<file path="src/rtl/mips_cpu_bus_pkg.sv">
// Shared types for the CPU memory-bus arbiter.
//   bus_state_t : arbiter FSM state (IDLE, GNT_I, GNT_D)
//   master_id_t : identifies a bus master (instruction or data)
//   GRANT_*     : encoding of the debug grant output
//   grant_code  : maps an FSM state onto its grant encoding
package mips_cpu_bus_pkg;

    typedef enum logic [1:0] {
        IDLE  = 2'd0,
        GNT_I = 2'd1,
        GNT_D = 2'd2
    } bus_state_t;

    typedef enum logic {
        MST_I = 1'b0,
        MST_D = 1'b1
    } master_id_t;

    localparam logic [1:0] GRANT_NONE = 2'b00;
    localparam logic [1:0] GRANT_I    = 2'b01;
    localparam logic [1:0] GRANT_D    = 2'b10;

    function automatic logic [1:0] grant_code(input bus_state_t s);
        case (s)
            GNT_I:   return GRANT_I;
            GNT_D:   return GRANT_D;
            default: return GRANT_NONE;
        endcase
    endfunction

endpackage

</file>
<file path="src/rtl/mips_cpu_bus_arbiter.sv">
// Two-master / one-slave Avalon-MM arbiter sharing the memory bus between
// the CPU instruction-fetch port (i_*) and the load/store port (d_*).
//
// Ports:
//   clk, rst_n                 clock, synchronous active-low reset
//   i_address, i_read          instruction master request (read only)
//   i_waitrequest, i_readdata  instruction master response
//   d_address, d_read, d_write, d_writedata, d_byteenable
//                              data master request
//   d_waitrequest, d_readdata  data master response
//   m_*                        towards the memory slave
//   grant                      debug view of the FSM: 00 none, 01 I, 10 D
//
// Handshake: a master holds its request, address and data stable while its
// waitrequest is 1; a transfer completes in the first granted cycle where
// the request is high and the slave's waitrequest is 0. The slave path is
// purely combinational: the arbiter only registers who owns the bus.
module mips_cpu_bus_arbiter
    import mips_cpu_bus_pkg::*;
#(
    parameter int ADDR_W = 32,
    parameter int DATA_W = 32
) (
    input  logic                clk,
    input  logic                rst_n,
    // instruction master
    input  logic [ADDR_W-1:0]   i_address,
    input  logic                i_read,
    output logic                i_waitrequest,
    output logic [DATA_W-1:0]   i_readdata,
    // data master
    input  logic [ADDR_W-1:0]   d_address,
    input  logic                d_read,
    input  logic                d_write,
    input  logic [DATA_W-1:0]   d_writedata,
    input  logic [DATA_W/8-1:0] d_byteenable,
    output logic                d_waitrequest,
    output logic [DATA_W-1:0]   d_readdata,
    // memory slave
    output logic [ADDR_W-1:0]   m_address,
    output logic                m_read,
    output logic                m_write,
    output logic [DATA_W-1:0]   m_writedata,
    output logic [DATA_W/8-1:0] m_byteenable,
    input  logic                m_waitrequest,
    input  logic [DATA_W-1:0]   m_readdata,
    // debug
    output logic [1:0]          grant
);

    bus_state_t state;
    master_id_t last;   // most recently served master, drives the tie-break

    logic i_req;
    logic d_req;
    logic d_illegal;
    logic i_done;
    logic d_done;

    assign i_req     = i_read;
    assign d_req     = d_read | d_write;
    // read+write together is illegal; it is stalled and never completes
    assign d_illegal = d_read & d_write;
    assign i_done    = (state == GNT_I) && i_req && !m_waitrequest;
    assign d_done    = (state == GNT_D) && d_req && !d_illegal && !m_waitrequest;

    // grant is a pure decode of the state register
    assign grant = grant_code(state);

    always_ff @(posedge clk) begin
        if (!rst_n) begin
            state <= IDLE;
            last  <= MST_I;
        end else begin
            case (state)
                IDLE: begin
                    if (i_req && d_req) begin
                        state <= (last == MST_I) ? GNT_D : GNT_I;
                    end else if (i_req) begin
                        state <= GNT_I;
                    end else if (d_req) begin
                        state <= GNT_D;
                    end
                end
                GNT_I: begin
                    if (i_done) begin
                        last  <= MST_I;
                        // hand straight over to a waiting data master
                        state <= d_req ? GNT_D : IDLE;
                    end else if (!i_req) begin
                        state <= IDLE;   // abort: last unchanged
                    end
                end
                GNT_D: begin
                    if (d_done) begin
                        last  <= MST_D;
                        state <= i_req ? GNT_I : IDLE;
                    end else if (!d_req) begin
                        state <= IDLE;
                    end
                end
                default: state <= IDLE;
            endcase
        end
    end

    always_comb begin
        m_address     = '0;
        m_read        = 1'b0;
        m_write       = 1'b0;
        m_writedata   = '0;
        m_byteenable  = '0;
        i_readdata    = '0;
        d_readdata    = '0;
        // ungranted master stalls only while it is actually requesting
        i_waitrequest = i_req;
        d_waitrequest = d_req;

        case (state)
            GNT_I: begin
                d_waitrequest = 1'b1;
                // a dropped request (abort) forwards nothing
                if (i_req) begin
                    m_address     = i_address;
                    m_read        = 1'b1;
                    m_byteenable  = '1;   // fetches are always full words
                    i_waitrequest = m_waitrequest;
                    i_readdata    = m_readdata;
                end
            end
            GNT_D: begin
                i_waitrequest = 1'b1;
                if (d_req) begin
                    m_address     = d_address;
                    m_read        = d_read;
                    m_write       = d_write & ~d_read;   // read wins if both set
                    m_writedata   = d_writedata;
                    m_byteenable  = d_byteenable;
                    d_waitrequest = m_waitrequest | d_illegal;
                    d_readdata    = m_readdata;
                end
            end
            default: ;
        endcase

        // nobody may complete anything while reset is held
        if (!rst_n) begin
            i_waitrequest = 1'b1;
            d_waitrequest = 1'b1;
        end
    end

endmodule

</file>
<file path="config.mk">
export PLATFORM = sky130hd
export DESIGN_NAME = mips_cpu_bus_arbiter
export DESIGN_NICKNAME = d
export VERILOG_FILES = /design/src/rtl/mips_cpu_bus_pkg.sv /design/src/rtl/mips_cpu_bus_arbiter.sv
export SDC_FILE = /design/constraint.sdc
export NUM_CORES = 1
export LEC_CHECK = 0
export ABC_AREA = 1
export BUFFER_PORTS_ARGS = -buffer_cell sky130_fd_sc_hd__buf_2
export CORE_AREA = 5 5 104 106
export DETAILED_ROUTE_END_ITERATION = 10
export DIE_AREA = 0 0 109 111
export SLEW_MARGIN = 20
export SYNTH_ARGS = -nofsm -noshare
export SYNTH_HDL_FRONTEND = slang
export SYNTH_SLANG_ARGS = --single-unit
</file>
<file path="constraint.sdc">
create_clock -name clk -period 2.9 [get_ports clk]
set_clock_uncertainty 0.1 [all_clocks]
set_input_delay 0.435 -clock clk [delete_from_list [all_inputs] [get_ports clk]]
set_output_delay 0.435 -clock clk [all_outputs]
set_load 0.01 [all_outputs]
</file>
; Word-level counts from Yosys, hierarchy flattened
; Index checks and enable logic that the tools add are counted.
; W data, S select, Z words.
[op_classes]
eq_ne = 7
muxes = 38
n_bitwise = 5
n_reduce_logical = 12
[op_table]
columns = operator, count
row1 = $mux W32, 8
row2 = $pmux W32 S2, 1
row3 = $mux W2, 9
row4 = $mux W1, 11
row5 = $mux W4, 2
row6 = $pmux W1 S2, 4
row7 = $pmux W4 S2, 1
row8 = $logic_and A1 B1 Y1, 6
row9 = $ne A3 B3 Y1 const B, 2
row10 = $pmux W2 S3, 1
row11 = $reduce_and A3 Y1, 2
row12 = $ne A2 B2 Y1 const B, 2
row13 = $ne A4 B4 Y1 const B, 1
row14 = $pmux W2 S2, 1
row15 = $and A1 B1 Y1, 2
row16 = $eq A2 B1 Y1 const B, 1
row17 = $eq A2 B2 Y1 const B, 1
row18 = $logic_not A1 Y1, 2
row19 = $logic_not A2 Y1, 1
row20 = $or A1 B1 Y1, 2
row21 = $reduce_bool A2 Y1, 1
row22 = $not A1 Y1, 1
[totals]
ff_bits = 3
input_bits = 138
output_inout_bits = 138
elab_cells = 64

; Longest topological paths before layout
[depth]
word_depth = 6
ltp_mapped = 10
mapped_depth_nobuf = 10

; Least setup slack after synthesis
; No wires, ideal clock.
[synth_timing]
path_kind = flip-flop to output port
startpoint = reg state[0]
endpoint = out m_address[10]
t_arrival_ns = 1.321
required_ns = 2.365
setup_slack_ns = 1.044
path_stages_with_launch = 6
path_buffers = 1
path_cell_list = dfxtp_1 inv_1 ha_1 inv_2 clkbuf_1 a21oi_1
[synth_between]
elab_chain_len = 2
word_cells_on_any_way = 3
cone_classes = eq/ne (2) / mux (1)
[synth_rtl]
columns = element, line_no
row1 = from (decl), mips_cpu_bus_arbiter.sv:51  ; bus_state_t state;
row2 = from (signal assigned), mips_cpu_bus_arbiter.sv:78  ; state <= (last == MST_I) ? GNT_D : GNT_I;
row3 = from (signal assigned), mips_cpu_bus_arbiter.sv:89  ; state <= d_req ? GNT_D : IDLE;
row4 = from (signal assigned), mips_cpu_bus_arbiter.sv:97  ; state <= i_req ? GNT_I : IDLE;
row5 = $eq A2 B2 Y1 or $eq A2 B1 Y1 (tied branches), mips_cpu_bus_arbiter.sv:119  ; case (state)
row6 = $pmux W32 S2 *, mips_cpu_bus_arbiter.sv:119
row7 = to (decl), mips_cpu_bus_arbiter.sv:40  ; output logic [ADDR_W-1:0] m_address,
; Mark *: on every way between the ends. The rest lies on a longest branch, timed or not.

; Worst setup path in the final report
[layout_timing]
startpoint = reg state[0]
endpoint = out m_byteenable[1]
[layout_between]
elab_chain_len = 2
word_cells_on_any_way = 3
cone_classes = eq/ne (2) / mux (1)
[layout_rtl]
columns = element, line_no
row1 = $eq A2 B2 Y1 or $eq A2 B1 Y1 (tied branches), mips_cpu_bus_arbiter.sv:119
row2 = $pmux W4 S2 *, mips_cpu_bus_arbiter.sv:119
row3 = to (decl), mips_cpu_bus_arbiter.sv:44  ; output logic [DATA_W/8-1:0] m_byteenable,
; Marks and branches as above.

==> qor.yml <==
run_status:
  status: "complete, no violations"
place:
  gp_congestion: 0.813
  dp.final_hpwl_um: 7920
  dp.cells: 745
  port_buffers: 275
timing:
  finalMaxSlewViolations: 0
  worst_pin_slew_ns: 0.592
  fin_setup_tns_ns: 0
  fin_crit_sh: 0.839
  hold_violations: 0
  period_minus_slack_ns: 2.43
  fmax_ghz: 0.411
  setup_viol: 0
  slew_headroom: 0.605
  rsz0062_at_grt: "false"
  holdWs_ns: 0.388
detailed_routing:
  firstDrtPassIters: 5
  wl_per_cell_um: 12.2
  vias: 2932
  finalWirelength_um: 9110
  ant_nets: 0
  via_per_inst: 3.91
  drc_errors: 0
  drtIter0Drc: 150
setup_path:
  cp.arrival_ns: 1.90
  required_ns: 2.37
  path_cells: "inv_1 -> ha_1 -> inv_1 -> nor2_4 -> buf_4 -> nand2_1 -> a21oi_1 -> buf_2"
  worst_setup_path_start_kind: "flip-flop"
  worstSetupPathType: "flip-flop to primary output"
  crit_top_cell: "inv_1"
  path_max_fanout: 36
  slowest_delay_ns: 0.34
  cp_slowest_cell: "dfxtp_1"
  endpoint_kind: "primary output"
yosys:
  syn_avg_cell_area_um2: 4.53
  synth-xor-area-share: 0
  syn-cell-area_um2: 1580
  synth_edf_count: 0
  ys_warn_count: 0
  yosys.area.top_type_share: 0.240
  synth.distinct_cells: 19
  ys_ff_latch: 3
  seq_area_frac_synth: 0.0380
  synthTopCellsByCount: "nor2_1 (101), nand2_1 (83), inv_1 (74)"
  synth_top_family_by_area: "simple AND/OR/NAND/NOR gates"
  yosysTopAreaCell: "nor2_1"
  synthArstFlopShare: 0
  synth_compound_area_frac: 0.147
  syn_inst: 349
  synth_area_leaders: "nor2_1 (24%), nand2_1 (20%), inv_1 (18%), a21oi_1 (13%), buf_6 (6.4%)"
  muxShareOfSynthArea: 0
  synth.most_common_cell: "nor2_1"
  synth_fa_ha_area_frac: 0.0475
  synth-main-ff-cell: "dfxtp_1"
  syn_nets: 493
  synth_simple_gate_area_frac: 0.483
power_and_ir_drop:
  switching_share: 0.523
  p_seq_frac: 0.064
  finalPower_mw: 0.858
  leakage_nw: 2.19
  netSwitchingPower_mw: 0.449
  peakVddDrop_uv: 361
  comb_power_share: 0.798
  p_clk_frac: 0.138
  p_per_area_nw_per_um2: 278
  p_int_mw: 0.409
cells_and_area:
  drive_above_1_share: 0.479
  final_nets: 761
  layout.cells.non_filler: 749
  utilization: 0.319
  diodes: 0
  area_growth_pct: 95.6
min_path:
  hp-class: "input pin to flip-flop"
grt:
  antenna_found_initial: 0
  grt_use_total: 0.136
  gr-total-overflow: 0
  grt_max_degree: 39
  grt_pass1_vias: 2858
  grt_pass1_wl_um: 13600
die:
  die-area_um2: 12100
  start_util: 0.163
  boundaryPins: 276
  die_y_um: 111
  row_count: 36
  core_area_um2: 9680
  fp.dieW_um: 109
cts:
  clock-sinks: 3
  cts_buffers: 3
  post_cts_buffers: 0
  ctsResizeCount: 0
  clkTransAtPathRegs_ns: 0.03
  root_buffer: "clkbuf_8"
  htreeDepth: 1
  postCtsHoldBufs: 0
  cts_tree: "built"
  clk_latency_ns: 0.21
  clockBufferDepth: 2
job:
  cap_violations: 0
-- through the flow --
step	worst slack, ns	cell area, µm²
after floorplan	1.04	1580
after global placement	0.711	3050
after detailed placement	0.692	3050
after CTS	0.458	3090
after global routing	0.287	3090
final	0.467	3090
-- registers in the layout (all words and copies together), names as in the netlist --
register  cells
state         2
last          1
-- power by group through the flow --
| stage | clock network [mW] | logic [mW] | registers, mW |
|---|---|---|---|
| after detailed placement | 0 | 0.691 | 0.0553 |
| after floorplan | 0 | 0.408 | 0.0537 |
| after CTS | 0.122 | 0.694 | 0.0548 |
| after global placement | 0 | 0.692 | 0.0554 |
| final | 0.119 | 0.685 | 0.0545 |
| after global routing | 0.128 | 0.760 | 0.0558 |
-- metal layers --
metal  GRT usage  share of wire
met4      0.0135         0.0034
met1       0.155           0.39
met3      0.0326           0.11
met5           0              0
met2       0.260           0.49
-- layout by cell type (no fill, tap or decap), drive strengths merged --
cell type,synthesis,final
buf,18,284
nor2,103,103
nand2,85,85
inv,77,77
a21oi,42,42
nand3,6,6
ha,6,6
clkbuf,3,4
o21ai,3,3
dfxtp,3,3
o211ai,1,1
nor3,1,1
nand3b,1,1
-- final timing paths --
kind / from / end / slack, ns / depth (start not counted)
hold / removal: rst_n / last / 0.39 / 3
hold reg to reg: state[1] / state[1] / 0.42 / 2
setup reg to reg: state[0] / state[0] / 1.05 / 7
setup / recovery: state[0] / m_byteenable[1] / 0.47 / 8
-- final cells by class --
class,count,area [µm²]
clock buffers,4,45.0
fillers,1109,6590
inverters,77,289
multi-input cells,248,1070
flip-flops and latches,3,60.1
well taps,133,166
repair buffers,284,1460
-- kinds of logic after synthesis --
| group | count (synthesis) |
|---|---|
| flops | 3 |
| compound gates | 46 |
| simple gates | 196 |
| fa+ha+maj | 6 |
| buf+inv | 98 |
-- critical path: cells and delay by family (launching register included) --
family	cells	cell delay [ns]
buffers and inverters	4	0.74
flip-flops	1	0.34
AND/OR/NAND/NOR	2	0.23
adder cells (fa/ha/maj)	1	0.21
AO/OA/AOI/OAI	1	0.16
Note: power is estimated with default switching activity, not from simulation.
